### config.mk
export PLATFORM = sky130hd
export DESIGN_NAME = mux_n_pipe
export DESIGN_NICKNAME = d
export VERILOG_FILES = /design/src/rtl/mux_n_pipe.sv
export SDC_FILE = /design/constraint.sdc
export NUM_CORES = 1
export LEC_CHECK = 0
export ABC_CLOCK_PERIOD_IN_PS = 3200
export CAP_MARGIN = 20
export CORE_AREA = 2 2 116 118
export CTS_CLUSTER_SIZE = 40
export DETAILED_ROUTE_END_ITERATION = 10
export DIE_AREA = 0 0 118 120
export PLACE_DENSITY = 0.85
export SYNTH_ARGS = -nofsm -noshare
export SYNTH_HDL_FRONTEND = slang
export SYNTH_SLANG_ARGS = --single-unit
### constraint.sdc
create_clock -name clk -period 3.2 [get_ports clk]
set_input_delay 0.32 -clock clk [delete_from_list [all_inputs] [get_ports clk]]
set_output_delay 0.32 -clock clk [all_outputs]
set_load 0.03 [all_outputs]
### src/rtl/mux_n_pipe.sv
// N-input WIDTH-bit selector with one handshaked output register stage.
// Optional sticky out-of-range select flag: define MUX_N_SEL_ERR_EN.
module mux_n_pipe #(
  parameter int unsigned WIDTH     = 32,
  parameter int unsigned N_IN      = 8,
  parameter int unsigned CONST_IDX = 7,
  parameter int unsigned CONST_VAL = 227,
  localparam int unsigned SEL_W    = $clog2(N_IN)
) (
  input  logic                  clk,
  input  logic                  reset,
  input  logic [SEL_W-1:0]      sel,
  input  logic [N_IN*WIDTH-1:0] data_in,
  input  logic                  in_valid,
  output logic                  in_ready,
  output logic [WIDTH-1:0]      data_out,
  output logic [SEL_W-1:0]      sel_q,
  output logic                  out_valid,
`ifdef MUX_N_SEL_ERR_EN
  output logic                  sel_err,
`endif
  input  logic                  out_ready
);

  localparam logic [WIDTH-1:0] CONST_W = WIDTH'(CONST_VAL);
  localparam bit HAS_CONST = (CONST_IDX < N_IN);

  logic [31:0]      sel_i;
  logic [WIDTH-1:0] pick;
  logic             accept;

  logic [WIDTH-1:0] data_out_d, data_out_q;
  logic [SEL_W-1:0] sel_d;
  logic             out_valid_d, out_valid_q;

  // Out-of-range indices fall through to slice 0
  always_comb begin
    sel_i = 32'(sel);
    pick  = data_in[WIDTH-1:0];
    for (int unsigned i = 1; i < N_IN; i++) begin
      if (sel_i == 32'(i)) pick = data_in[i*WIDTH +: WIDTH];
    end
    if (HAS_CONST && sel_i == CONST_IDX) pick = CONST_W;
  end

  assign in_ready = !out_valid_q || out_ready;
  assign accept   = in_valid && in_ready;

  always_comb begin
    data_out_d  = data_out_q;
    sel_d       = sel_q;
    out_valid_d = out_valid_q;
    if (accept) begin
      data_out_d  = pick;
      sel_d       = sel;
      out_valid_d = 1'b1;
    end else if (out_ready) begin
      out_valid_d = 1'b0;
    end
  end

  always_ff @(posedge clk or posedge reset) begin
    if (reset) begin
      data_out_q  <= '0;
      sel_q       <= '0;
      out_valid_q <= 1'b0;
    end else begin
      data_out_q  <= data_out_d;
      sel_q       <= sel_d;
      out_valid_q <= out_valid_d;
    end
  end

  assign data_out  = data_out_q;
  assign out_valid = out_valid_q;

`ifdef MUX_N_SEL_ERR_EN
  logic sel_err_d, sel_err_q;

  always_comb begin
    sel_err_d = sel_err_q;
    if (accept && sel_i >= N_IN) sel_err_d = 1'b1;
  end

  always_ff @(posedge clk or posedge reset) begin
    if (reset) sel_err_q <= 1'b0;
    else       sel_err_q <= sel_err_d;
  end

  assign sel_err = sel_err_q;
`endif

endmodule

==> metrics <==
Max Cap Viol=0; Die Wd=approximately 120 um; DRC Markers=0; outcome=complete, no violations; r2r worst-path depth=4; # H-tree levels=2; crit path max fanout=52; peak supply drop=around 180 uV; via count=4755; Worst-path clk slew=~0.06 ns; most common cell in the synthesized netlist=nand2_1; async set-reset flop share out of synthesis=100%; Die Y=around 120 um; # rows=42; worst hold path depth=1; gr usage total=19.9%; ranking of synthesized cells by area=dfrtp_1 (23%), mux2i_1 (16%), nand2_1 (7.8%); Post-synth top flop=dfrtp_1; dpl cell area=approximately 6600 um2; kind of critical path=input port to flip-flop; iteration-0 DRC count of the detailed router=~230; antenna cells=0; DR vias/cell=around 5; # port buffers=267; Final Slew Violations=0; hpwl dp=about 11000 um; CTS tree=done; final hold vios=0; synth warn=0; setup TNS=0 ns; # Post-CTS Setup Buffers=0; initial antenna violation count=0; Die Area=14200 um2; RSZ-0062 raised after global routing=false; top cells by count, synth=nand2_1 (82), mux2i_1 (64), o21ai_1 (51); Leakage=2.57 nW; Crit. End Element=flip-flop; Hold/Removal Path Class=flip-flop to flip-flop; RePlAce Congestion=around 0.84; Initial DRT Pass Iterations=5; Least-Margin Pin Slew=0.840 ns; Worst setup SP type=input port; Req. time, crit path=about 3.4 ns; Power Density=approximately 310 nW/um2; first-pass GRT wire length=about 23000 um; Fillers=1241; vias in the first global route=~4600; Clock Sinks=36; core area=13000 um2; Post-DRT Antenna Nets=0; worst rel slew slack=a little over two fifths; total CTS buffers=5; Cell Area, Synth=3920 um2; Max Clk Rate=507 MHz; largest net degree at the start of global routing=a little over 90; Clock Latency Late Sink=about 0.28 ns; CTS max path bufs=2; Yosys top cell by area=dfrtp_1; Seq/Total Area, Yosys=23.0%; Routed WL per cell=roughly 15 um; Starting Density=a little under a third; shortest period the worst path allows=approximately 2.0 ns; Final period util=about 62%; fin area=6730 um2; Area Overhead vs Synth=71.7%; post-synth top area share=23.0%; area taken by multi-input logic gates=2690 um2; EDFF count, synth=0; root buffer cell=clkbuf_16; post-synth cell types=24; total global routing overflow=0; Clock Skew=about 0.0016 ns; share of layout cells above drive strength 1=under 10%; setup violators final=0; hold_buf cts=0; I/O pin count=300; Routed WL=roughly 14000 um; Layout Nets=around 1000; Syn Nets=a little under 800; flops & latches, synth=36; Mean Syn Cell Area=7.41 um2; post-cts resize count=0; FF/Latch Area=between 900 and 1000 um2; synthesized netlist cell count=approximately 530; worst path arrival time=about 2.2 ns
cells in the final DEF (no fill, tap or decap), drive strengths merged, types with 8 or more instances in the layout:
cell / count
clkdlybuf4s50: 264
o21ai: 86
nand2: 82
mux2i: 64
dfrtp: 36
nand2b: 35
nor2: 32
a31oi: 32
o2bb2ai: 29
nor3: 27
a211oi: 27
buf: 13
clkbuf: 8
worst paths after layout:
| check | from | to | slack, ns |
|---|---|---|---|
| setup / recovery | sel[0] | data_out[13] | 1.23 |
| max in group asynchronous | reset | sel_q[2] | 2.13 |
| hold / removal | sel_q[2] | sel_q[2] | 0.49 |
| setup reg to reg | out_valid | sel_q[2] | 1.61 |
| min in group asynchronous | reset | sel_q[1] | 0.54 |
| hold reg to reg | sel_q[2] | sel_q[2] | 0.49 |
where the power goes:
part	switching, mW	leakage (nW)	internal (mW)
Sequential	0.0386	0.404	0.530
Combinational	0.486	2.10	0.541
Clock	0.194	0.0712	0.311
Total	0.719	2.57	1.38
layout make-up:
class | count | area share (%)
Inverter | 1 | 0.0557
Timing Repair Buffer | 277 | 41.1
Sequential cell | 36 | 13.4
Clock buffer | 8 | 2.17
Multi-Input combinational cell | 436 | 40.0
Tap cell | 176 | 3.27
sequential cells by signal, indices dropped and copies added, names as in the netlist:
signal	flops
out_valid	1
sel_q	3
data_out	32
layer usage:
| layer | vias to the layer above | part of all wire (%) | GRT usage, % |
|---|---|---|---|
| li1 | 2400 | - | - |
| met1 | 2165 | 42 | 24.5 |
| met2 | 169 | 51 | 35.7 |
| met3 | 21 | 5.5 | 3.28 |
| met4 | 0 | 1.9 | 5.87 |
| met5 | - | 0 | 0 |
cells by family after synthesis:
kind of cell / after synthesis / synth area share (%)
compound gates: 187 / 30.4
buf+inv: 57 / 8.55
flops: 36 / 23.0
mux: 67 / 17.2
simple gates: 182 / 20.9
critical path: stages:
cell,delay (ns)
buf_4,0.44
nor2b_4,0.63
buf_4,0.32
o2bb2ai_1,0.14
nand2_1,0.07
a31oi_1,0.19
stage by stage:
stage / worst slack (ns) / hold slack [ns] / power, mW / utilization (%) / std cells
after floorplan: 1.47 / 0.428 / 1.09 / - / 529
after global placement: 0.989 / 0.468 / 1.59 / 50.8 / 926
after detailed placement: 0.939 / 0.475 / 1.61 / 50.8 / 926
after CTS: 1.23 / 0.488 / 2.12 / 51.9 / 934
after global routing: 1.09 / 0.508 / 2.21 / 51.9 / 934
final: 1.23 / 0.485 / 2.10 / 51.9 / 934
No activity file was read; power rests on OpenSTA's default activity.
